===== config.mk =====
export PLATFORM = sky130hd
export DESIGN_NAME = m8_32_byte_sched_flat
export DESIGN_NICKNAME = d
export VERILOG_FILES = /design/src/rtl/m8_32_byte_sched_pkg.sv /design/src/rtl/m8_32_byte_sched_if.sv /design/src/rtl/m8_32_byte_sched_rr_arbiter.sv /design/src/rtl/m8_32_byte_sched.sv /design/src/flat_wrapper.sv
export SDC_FILE = /design/constraint.sdc
export NUM_CORES = 1
export LEC_CHECK = 0
export ABC_CLOCK_PERIOD_IN_PS = 2850
export CAP_MARGIN = 5
export CORE_MARGIN = 1.5
export CORE_UTILIZATION = 46
export CTS_CLUSTER_DIAMETER = 150
export DETAILED_ROUTE_END_ITERATION = 7
export GPL_TIMING_DRIVEN = 0
export PLACE_DENSITY = 0.89
export SKIP_CTS_REPAIR_TIMING = 1
export SKIP_LAST_GASP = 1
export SLEW_MARGIN = 20
export SYNTH_ARGS = -nofsm -noshare
export SYNTH_HDL_FRONTEND = slang
export SYNTH_SLANG_ARGS = --single-unit

===== constraint.sdc =====
create_clock -name clk_4f -period 2.85 [get_ports clk_4f]
set_input_delay 0.57 -clock clk_4f [delete_from_list [all_inputs] [get_ports clk_4f]]
set_output_delay 0.57 -clock clk_4f [all_outputs]
set_load 0.02 [all_outputs]

===== src/rtl/m8_32_byte_sched_pkg.sv =====
// Shared constants and types for the 8->32 byte scheduler.
// Latency: n/a (declarations only).
// Backpressure: n/a.
package m8_32_byte_sched_pkg;

  localparam int         BYTES_PER_WORD = 4;
  localparam logic [7:0] COM_SYM_DEF    = 8'hBC;

  typedef enum logic [1:0] {
    ST_SYNC = 2'd0,
    ST_IDLE = 2'd1,
    ST_XFER = 2'd2
  } state_e;

  // Index following idx in round-robin order over num_req requesters.
  function automatic logic [2:0] rr_next(input logic [2:0] idx, input int num_req);
    return (int'(idx) == num_req - 1) ? 3'd0 : idx + 3'd1;
  endfunction

endpackage


===== src/rtl/m8_32_byte_sched_if.sv =====
// Requester-side and converter-side signals of the byte scheduler.
// Latency: n/a (wiring only).
// Backpressure: requesters advertise whole words via req_word_rdy; scheduler pulls with req_pop.
interface m8_32_byte_sched_if #(
  parameter int NUM_REQ = 4
);

  logic                   enable;
  logic                   resync;
  logic [NUM_REQ-1:0]     req_word_rdy;
  logic [8*NUM_REQ-1:0]   req_data;
  logic [NUM_REQ-1:0]     req_pop;
  logic [7:0]             data_input;
  logic                   valid_input;
  logic                   sinc;
  logic [2:0]             grant_id;
  logic                   training;

  // Scheduler side.
  modport master (
    input  enable, resync, req_word_rdy, req_data,
    output req_pop, data_input, valid_input, sinc, grant_id, training
  );

  // Environment side: requester FIFOs, control and the converter.
  modport slave (
    output enable, resync, req_word_rdy, req_data,
    input  req_pop, data_input, valid_input, sinc, grant_id, training
  );

endinterface


===== src/rtl/m8_32_byte_sched_rr_arbiter.sv =====
// Round-robin picker: first requesting index at or after ptr, wrapping.
// Latency: combinational.
// Backpressure: none; gnt_vld low when no request is present.
module m8_32_byte_sched_rr_arbiter #(
  parameter int NUM_REQ = 4
) (
  input  logic [NUM_REQ-1:0] req,
  input  logic [2:0]         ptr,
  output logic [NUM_REQ-1:0] gnt,
  output logic [2:0]         gnt_idx,
  output logic               gnt_vld
);

  // Scan offsets 0..NUM_REQ-1 from ptr; the first hit wins.
  always_comb begin
    gnt     = '0;
    gnt_idx = 3'd0;
    gnt_vld = 1'b0;
    for (int off = 0; off < NUM_REQ; off++) begin
      for (int i = 0; i < NUM_REQ; i++) begin
        if (!gnt_vld && req[i] && (i == ((int'(ptr) + off) % NUM_REQ))) begin
          gnt_vld = 1'b1;
          gnt[i]  = 1'b1;
          gnt_idx = 3'(i);
        end
      end
    end
  end

endmodule


===== src/rtl/m8_32_byte_sched.sv =====
// Round-robin byte scheduler feeding the 8->32 converter, with COM training bursts.
// Latency: byte popped in cycle t is on data_input in cycle t+1.
// Backpressure: only whole words are granted to requesters whose req_word_rdy is set; idles otherwise.
module m8_32_byte_sched
  import m8_32_byte_sched_pkg::*;
#(
  parameter int         NUM_REQ    = 4,
  parameter int         SYNC_WORDS = 4,
  parameter logic [7:0] COM_SYM    = COM_SYM_DEF
) (
  input logic                 clk_4f,
  input logic                 reset,
  m8_32_byte_sched_if.master  bus
);

  state_e             state_q, state_d;
  logic [1:0]         byte_cnt_q, byte_cnt_d;
  logic [3:0]         sync_cnt_q, sync_cnt_d;
  logic               resync_pend_q, resync_pend_d;
  logic [2:0]         rr_ptr_q, rr_ptr_d;
  logic [2:0]         gnt_q, gnt_d;
  logic [7:0]         data_q, data_d;
  logic               valid_q, valid_d;
  logic               sinc_q, sinc_d;
  logic               training_q, training_d;
  logic [2:0]         grant_id_q, grant_id_d;

  logic [NUM_REQ-1:0] arb_gnt;
  logic [2:0]         arb_idx;
  logic               arb_vld;

  logic               pop_en;
  logic [2:0]         pop_idx;
  logic [NUM_REQ-1:0] pop_oh;
  logic [7:0]         sel_byte;
  logic               resync_eff;
  logic               can_grant;
  logic               last_byte;

  m8_32_byte_sched_rr_arbiter #(
    .NUM_REQ (NUM_REQ)
  ) u_arb (
    .req     (bus.req_word_rdy),
    .ptr     (rr_ptr_q),
    .gnt     (arb_gnt),
    .gnt_idx (arb_idx),
    .gnt_vld (arb_vld)
  );

  // Head byte of whichever requester is being popped this cycle.
  always_comb begin
    sel_byte = 8'd0;
    for (int i = 0; i < NUM_REQ; i++) begin
      if (3'(i) == pop_idx) sel_byte = bus.req_data[8*i +: 8];
    end
  end

  // Next-state, word-boundary decisions and next output register values.
  always_comb begin
    state_d       = state_q;
    byte_cnt_d    = byte_cnt_q;
    sync_cnt_d    = sync_cnt_q;
    rr_ptr_d      = rr_ptr_q;
    gnt_d         = gnt_q;
    grant_id_d    = grant_id_q;
    data_d        = 8'd0;
    valid_d       = 1'b0;
    sinc_d        = 1'b0;
    training_d    = 1'b0;
    pop_en        = 1'b0;
    pop_idx       = gnt_q;
    pop_oh        = '0;
    resync_eff    = bus.resync | resync_pend_q;
    resync_pend_d = resync_eff;
    can_grant     = bus.enable & arb_vld;
    last_byte     = (byte_cnt_q == 2'(BYTES_PER_WORD - 1));

    case (state_q)
      ST_SYNC: begin
        data_d     = COM_SYM;
        valid_d    = 1'b1;
        training_d = 1'b1;
        sinc_d     = (byte_cnt_q == 2'd0);
        byte_cnt_d = byte_cnt_q + 2'd1;
        if (last_byte) begin
          if (resync_eff) begin
            // Restart the burst from its first word.
            sync_cnt_d    = 4'd0;
            resync_pend_d = 1'b0;
          end else if (sync_cnt_q == 4'(SYNC_WORDS - 1)) begin
            sync_cnt_d = 4'd0;
            if (can_grant) begin
              state_d  = ST_XFER;
              gnt_d    = arb_idx;
              rr_ptr_d = rr_next(arb_idx, NUM_REQ);
            end else begin
              state_d = ST_IDLE;
            end
          end else begin
            sync_cnt_d = sync_cnt_q + 4'd1;
          end
        end
      end

      ST_IDLE: begin
        byte_cnt_d = 2'd0;
        if (resync_eff) begin
          state_d       = ST_SYNC;
          sync_cnt_d    = 4'd0;
          resync_pend_d = 1'b0;
        end else if (can_grant) begin
          // The grant cycle is also byte 0 of the new word.
          pop_en     = 1'b1;
          pop_idx    = arb_idx;
          pop_oh     = arb_gnt;
          gnt_d      = arb_idx;
          rr_ptr_d   = rr_next(arb_idx, NUM_REQ);
          state_d    = ST_XFER;
          byte_cnt_d = 2'd1;
        end
      end

      ST_XFER: begin
        pop_en     = 1'b1;
        pop_idx    = gnt_q;
        for (int i = 0; i < NUM_REQ; i++) pop_oh[i] = (3'(i) == gnt_q);
        byte_cnt_d = byte_cnt_q + 2'd1;
        if (last_byte) begin
          if (resync_eff) begin
            state_d       = ST_SYNC;
            sync_cnt_d    = 4'd0;
            resync_pend_d = 1'b0;
          end else if (can_grant) begin
            gnt_d    = arb_idx;
            rr_ptr_d = rr_next(arb_idx, NUM_REQ);
          end else begin
            state_d = ST_IDLE;
          end
        end
      end

      default: begin
        state_d    = ST_SYNC;
        byte_cnt_d = 2'd0;
        sync_cnt_d = 4'd0;
      end
    endcase

    if (pop_en) begin
      data_d     = sel_byte;
      valid_d    = 1'b1;
      sinc_d     = (byte_cnt_q == 2'd0);
      grant_id_d = pop_idx;
    end
  end

  // Pops are suppressed while reset is held so no FIFO loses a byte.
  assign bus.req_pop = reset ? '0 : pop_oh;

  // All state and output registers.
  always_ff @(posedge clk_4f) begin
    if (reset) begin
      state_q       <= ST_SYNC;
      byte_cnt_q    <= 2'd0;
      sync_cnt_q    <= 4'd0;
      resync_pend_q <= 1'b0;
      rr_ptr_q      <= 3'd0;
      gnt_q         <= 3'd0;
      data_q        <= 8'd0;
      valid_q       <= 1'b0;
      sinc_q        <= 1'b0;
      training_q    <= 1'b0;
      grant_id_q    <= 3'd0;
    end else begin
      state_q       <= state_d;
      byte_cnt_q    <= byte_cnt_d;
      sync_cnt_q    <= sync_cnt_d;
      resync_pend_q <= resync_pend_d;
      rr_ptr_q      <= rr_ptr_d;
      gnt_q         <= gnt_d;
      data_q        <= data_d;
      valid_q       <= valid_d;
      sinc_q        <= sinc_d;
      training_q    <= training_d;
      grant_id_q    <= grant_id_d;
    end
  end

  assign bus.data_input  = data_q;
  assign bus.valid_input = valid_q;
  assign bus.sinc        = sinc_q;
  assign bus.training    = training_q;
  assign bus.grant_id    = grant_id_q;

endmodule


===== src/flat_wrapper.sv =====
// flat-port wrapper written by rule: the top's interface ports become plain ports
module m8_32_byte_sched_flat import m8_32_byte_sched_pkg::*;
#(
  parameter int         NUM_REQ    = 4,
  parameter int         SYNC_WORDS = 4,
  parameter logic [7:0] COM_SYM    = COM_SYM_DEF
)
  (clk_4f, reset, bus_enable, bus_resync, bus_req_word_rdy, bus_req_data, bus_req_pop, bus_data_input, bus_valid_input, bus_sinc, bus_grant_id, bus_training);
  m8_32_byte_sched_if #(.NUM_REQ(NUM_REQ)) bus_i ();
  input logic clk_4f;
  input logic reset;
  input wire logic [$bits(bus_i.enable)-1:0] bus_enable;
  input wire logic [$bits(bus_i.resync)-1:0] bus_resync;
  input wire logic [$bits(bus_i.req_word_rdy)-1:0] bus_req_word_rdy;
  input wire logic [$bits(bus_i.req_data)-1:0] bus_req_data;
  output wire logic [$bits(bus_i.req_pop)-1:0] bus_req_pop;
  output wire logic [$bits(bus_i.data_input)-1:0] bus_data_input;
  output wire logic [$bits(bus_i.valid_input)-1:0] bus_valid_input;
  output wire logic [$bits(bus_i.sinc)-1:0] bus_sinc;
  output wire logic [$bits(bus_i.grant_id)-1:0] bus_grant_id;
  output wire logic [$bits(bus_i.training)-1:0] bus_training;
  assign bus_i.enable = bus_enable;
  assign bus_i.resync = bus_resync;
  assign bus_i.req_word_rdy = bus_req_word_rdy;
  assign bus_i.req_data = bus_req_data;
  assign bus_req_pop = bus_i.req_pop;
  assign bus_data_input = bus_i.data_input;
  assign bus_valid_input = bus_i.valid_input;
  assign bus_sinc = bus_i.sinc;
  assign bus_grant_id = bus_i.grant_id;
  assign bus_training = bus_i.training;
  m8_32_byte_sched #(.NUM_REQ(NUM_REQ), .SYNC_WORDS(SYNC_WORDS), .COM_SYM(COM_SYM)) u_core (.clk_4f(clk_4f), .reset(reset), .bus(bus_i));
endmodule

==> reports/metrics.csv, run 1 <==
metric,value,unit
CTS tree,built,
Slew HR,55.7,%
sequential area share after synthesis,32.0,%
Nets,326,
Post-route DRC,0,
1st-pass router iterations,4,
Die Y,64.7,µm
LEAKAGE,0.952,nW
r2r setup slk,0.40,ns
GPL Wtd Cong,0.860,
share of cells above drive strength 1,7.91,%
Clock Skews,0.00844,ns
"commonest non-fill, non-tap cell in the layout",clkdlybuf4s50_1,
WP data required,2.28,ns
input/output buffers,55,
Synth Flop Type,dfxtp_1,
number of global-route vias before repair,1691,
Seq cells post-synth,28,
die area,4190,µm²
ys async rst share,0,%
outcome,finished clean,
Seq. cell area,561,µm²
vias,1817,
final wirelength,4690,µm
CTS buffer count,3,
Mapped Nets,264,
first-pass GRT wire length,7590,µm
antenna violations before repair,0,
H-tree depth,1,
core area,3660,µm²
post-synth cell types,52,
FF-to-FF path depth,9,
Min-Delay Path Class,register to register,
VDD IR max,0.325,mV
Worst-Skew Late Latency,0.28,ns
Starting Density,47.9,%
n_diodes,0,
clk root buf,clkbuf_8,
Die Wd,64.7,µm
max-slew violations,0,
synthesized cell area,1750,µm²
final setup margin,0.0330,ns
Crit Path Max Fanout,7,
CTS max path bufs,2,
FF-to-FF Start,u_core.state_q[1],
PwrDens,352,nW/µm²
Syn Area/Cell,8.08,µm²
largest net degree at the start of global routing,17,
max cap viols,0,
"Reg clk slew, reported paths",0.10,ns
Crit. End Element,output pin,
Fill cells,289,
Setup-failing EPs final,0,
Max Clk Rate,355,MHz
crit path kind,input port to output pin,
setup_tns,0,ns
Post-synth EDFFs,0,
cell row count,22,
drt wl/cell,14.4,µm
crit path DAT,2.25,ns
multi-input logic area,1070,µm²
minimum clock period after layout,2.82,ns
Tcrit/Tclk final,98.8,%
gr busiest metal,met2,
dpl ws,-0.328,ns
Post-DP HPWL,3490,µm
GRT Overall Usage,22.5,%
WHS Path Cells,2,
startpoint types,input port,
Via density,5.57,
clock sink count,28,
Post-Synthesis Cells,217,
met2 Use GR,39.6,%
worst hold start,u_core.bus.grant_id[2],
Hold EP,u_core.bus.grant_id[2],
most frequent cells in the layout,"clkdlybuf4s50_1 (51), nor2_1 (29), dfxtp_1 (28)",
RSZ-0062 raised after global routing,yes,
YS warnings,0,
GR met1 Demand/Resource,26.9,%
DP Area,2360,µm²
I/O Pins,58,
cell area after layout,2450,µm²
GR Util met3,6.25,%
"Hold Vio Cnt, Final",0,
area grow syn2layout,40.0,%
drt initial violations,81,
worst hold slack,0.463,ns
Worst R2R End,u_core.bus.data_input[5],
total grt overflow,0,
Worst Tran Pin Value,0.665,ns
Post-DRT Antenna Nets,0,
## cell usage after synthesis, types with 3 or more instances
library cell,instances,share of area [%]
nor3_1,4,1.1
or3_1,3,1.1
nand4_1,3,1.1
and2_1,4,1.4
nand3_1,4,1.1
nor2_1,29,6.2
ha_1,7,5.0
clkbuf_1,5,1.1
nand2b_1,7,2.5
a21oi_1,19,5.4
buf_2,3,0.86
inv_1,12,2.6
o22ai_1,4,1.4
o2bb2ai_1,3,1.5
nand2_1,16,3.4
o21ai_0,9,2.6
mux2i_1,13,7.4
dfxtp_1,28,32
## sequential cells by signal, summed over array words and instances (netlist names)
register                flops
u_core.gnt_q                3
u_core.bus.sinc             1
u_core.rr_ptr_q             2
u_core.resync_pend_q        1
u_core.state_q              2
u_core.bus.training         1
u_core.bus.valid_input      1
u_core.bus.grant_id         3
u_core.byte_cnt_q           2
u_core.sync_cnt_q           4
u_core.bus.data_input       8
## how the worst max path moves through the flow
stage / start / to / slack (ns) / cells after the start
2_1_floorplan: bus_req_word_rdy[1] / u_core.bus.data_input[3] / 0.48 / 9
3_3_place_gp: bus_req_word_rdy[0] / bus_req_pop[2] / -0.32 / 7
3_5_place_dp: bus_req_word_rdy[2] / bus_req_pop[2] / -0.33 / 7
4_1_cts: bus_req_word_rdy[2] / bus_req_pop[2] / -0.33 / 7
5_1_grt: bus_req_word_rdy[0] / bus_req_pop[0] / -0.03 / 7
6_report: bus_req_word_rdy[0] / bus_req_pop[0] / 0.03 / 7
## final cells by class
class	count	share of cell area, %
tap	48	2.45
timing repair buffer	57	23.1
buffer	12	3.21
multi-input combinational	165	43.6
inverter	12	1.83
clock inverter	1	1.22
clock buffer	3	1.68
sequential	28	22.8
## power breakdown
| part | leakage [nW] | internal, mW | switching (mW) | total (mW) |
|---|---|---|---|---|
| logic | 0.687 | 0.0829 | 0.0572 | 0.140 |
| clock network | 0.0357 | 0.188 | 0.129 | 0.317 |
| registers | 0.229 | 0.402 | 0.00504 | 0.407 |
| total | 0.952 | 0.674 | 0.191 | 0.865 |
## metal layers
layer  share of wire (%)  up-vias
met5                   0        -
met4                 1.2        0
met3                 8.9       11
met2                  49       82
met1                  41      827
li1                    -      897
## stage by stage
| stage | cells | utilization (%) | power [mW] |
|---|---|---|---|
| final | 326 | 67.1 | 0.865 |
| after global routing | 326 | 67.1 | 0.898 |
| after CTS | 324 | 66.5 | 0.865 |
| after detailed placement | 320 | 64.6 | 0.552 |
| after global placement | 320 | 64.6 | 0.548 |
| after floorplan | 217 | - | 0.475 |
## critical path, stage by stage
cell	delay [ns]
clkdlybuf4s50_1	0.42
o41a_1	0.49
and2_4	0.17
buf_6	0.13
a32oi_1	0.20
nor2_1	0.06
dlymetal6s2s_1	0.20
## cell families (layout without fill, tap and decap cells)
group	count (synthesis)	after routing	synth area share (%)
xor+xnor	3	3	1.50
fa+ha+maj	7	7	5.00
flops	28	28	32.0
buf+inv	24	85	6.92
compound gates	61	61	24.5
mux	13	13	7.42
simple gates	81	81	22.7
Note: power is estimated with default switching activity, not from simulation.
==> run 2: changes to the inputs <==
- CORE_UTILIZATION: 46 -> 48
- PLACE_DENSITY: 0.89 -> 0.9
- SYNTH_HIERARCHICAL: default -> 1
==> run 2 against run 1 <==
Compared with the run above:
- sequential power barely moved
- flip-flop and latch count did not move
- hold slack improved by 0.042 ns
- first-iteration DRC count rose by 31%
- critical path depth rose by 2
==> reports/metrics.csv, run 2 <==
metric,value,unit
outcome,finished clean,
"Reg clk slew, reported paths",0.10,ns
Syn Area/Cell,8.09,µm²
LEAKAGE,1.06,nW
VDD IR max,0.245,mV
total chip power,0.882,mW
Clock Skews,0.00136,ns
Largest register FFs,8,
1st-pass router iterations,4,
setup_tns,0,ns
cell row count,22,
most frequent cells in the layout,"clkdlybuf4s50_1 (51), nor2_1 (38), dfxtp_1 (28)",
Fill cells,294,
Post-DP HPWL,4190,µm
post-layout util,71.5,%
WP data required,2.28,ns
clk root buf,clkbuf_8,
FF-to-FF Start,u_core/state_q[1],
max-slew violations,0,
input/output buffers,57,
core area,3740,µm²
Crit Path Max Fanout,10,
"Hold Vio Cnt, Final",0,
H-tree depth,1,
startpoint types,input port,
largest net degree at the start of global routing,17,
Slew HR,62.5,%
Post-DRT Antenna Nets,0,
Worst-Skew Late Latency,0.27,ns
cell area after layout,2680,µm²
RSZ-0062 raised after global routing,yes,
die area,4400,µm²
antenna violations before repair,0,
crit path DAT,2.19,ns
CTS buffer count,3,
drt initial violations,106,
first-pass GRT wire length,8820,µm
GPL Wtd Cong,0.961,
Min-Delay Path Class,register to register,
Tcrit/Tclk final,97.0,%
Setup crit start,bus_req_word_rdy[0],
vias,2065,
number of global-route vias before repair,1954,
Mapped Nets,286,
share of cells above drive strength 1,10.6,%
Worst Tran Pin Value,0.552,ns
max cap viols,0,
total grt overflow,0,
Crit. End Element,output pin,
worst hold start,u_core/rr_ptr_q[1],
Setup-failing EPs final,0,
area grow syn2layout,39.1,%
YS warnings,6,
DP Area,2560,µm²
Post-route DRC,0,
DP Cell Count,343,
Nets,351,
CTS tree,built,
dpl ws,-0.506,ns
Die Wd,66.3,µm
synthesized cell area,1930,µm²
Via density,5.90,
n_diodes,0,
"commonest non-fill, non-tap cell in the layout",clkdlybuf4s50_1,
Starting Density,51.4,%
drt wl/cell,15.9,µm
clock sink count,28,
Post-Synthesis Cells,238,
Die Y,66.3,µm
Max Clk Rate,362,MHz
PwrDens,329,nW/µm²
crit path kind,input port to output pin,
final wirelength,5560,µm
final setup margin,0.0851,ns
minimum clock period after layout,2.76,ns
CTS max path bufs,2,
"non-filler cells, final",350,
I/O Pins,58,
GRT Overall Usage,25.4,%
worst hold slack,0.505,ns
run 2: final cells by class:
class                   count  area, µm²  share of cell area, %
well taps                  48       60.1                   2.24
flip-flops and latches     28        561                   20.9
clock inverters             1       30.0                   1.12
inverters                  13       48.8                   1.82
plain buffers              12       67.6                   2.52
repair buffers             60        588                   22.0
multi-input cells         185       1280                   47.9
clock buffers               3       41.3                   1.54
run 2: final timing paths:
kind                              endpoint  slack, ns  cells past startpoint
hold / removal          u_core/rr_ptr_q[1]       0.50                      2
setup reg to reg  u_core/bus.data_input[6]       0.18                      8
setup / recovery            bus_req_pop[3]       0.09                      9
hold reg to reg         u_core/rr_ptr_q[1]       0.50                      2
run 2: power by group:
part	internal, mW	switching (mW)	leakage, nW
Clock	0.188	0.124	0.0357
Sequential	0.403	0.00501	0.229
Combinational	0.0888	0.0728	0.792
run 2: critical path, stage by stage:
cell             delay (ns)
clkdlybuf4s50_1        0.58
nor2_2                 0.08
nand2_1                0.11
nand2_4                0.14
nor2_8                 0.19
buf_6                  0.14
a32oi_1                0.05
nor2_1                 0.11
dlymetal6s2s_1         0.23
run 2: layer usage:
layer	up-vias	GRT usage (%)	routed length, µm
li1	995	-	-
met1	965	30.4	2250
met2	99	45.8	2720
met3	6	5.28	548
met4	0	6.38	39
met5	-	0	0
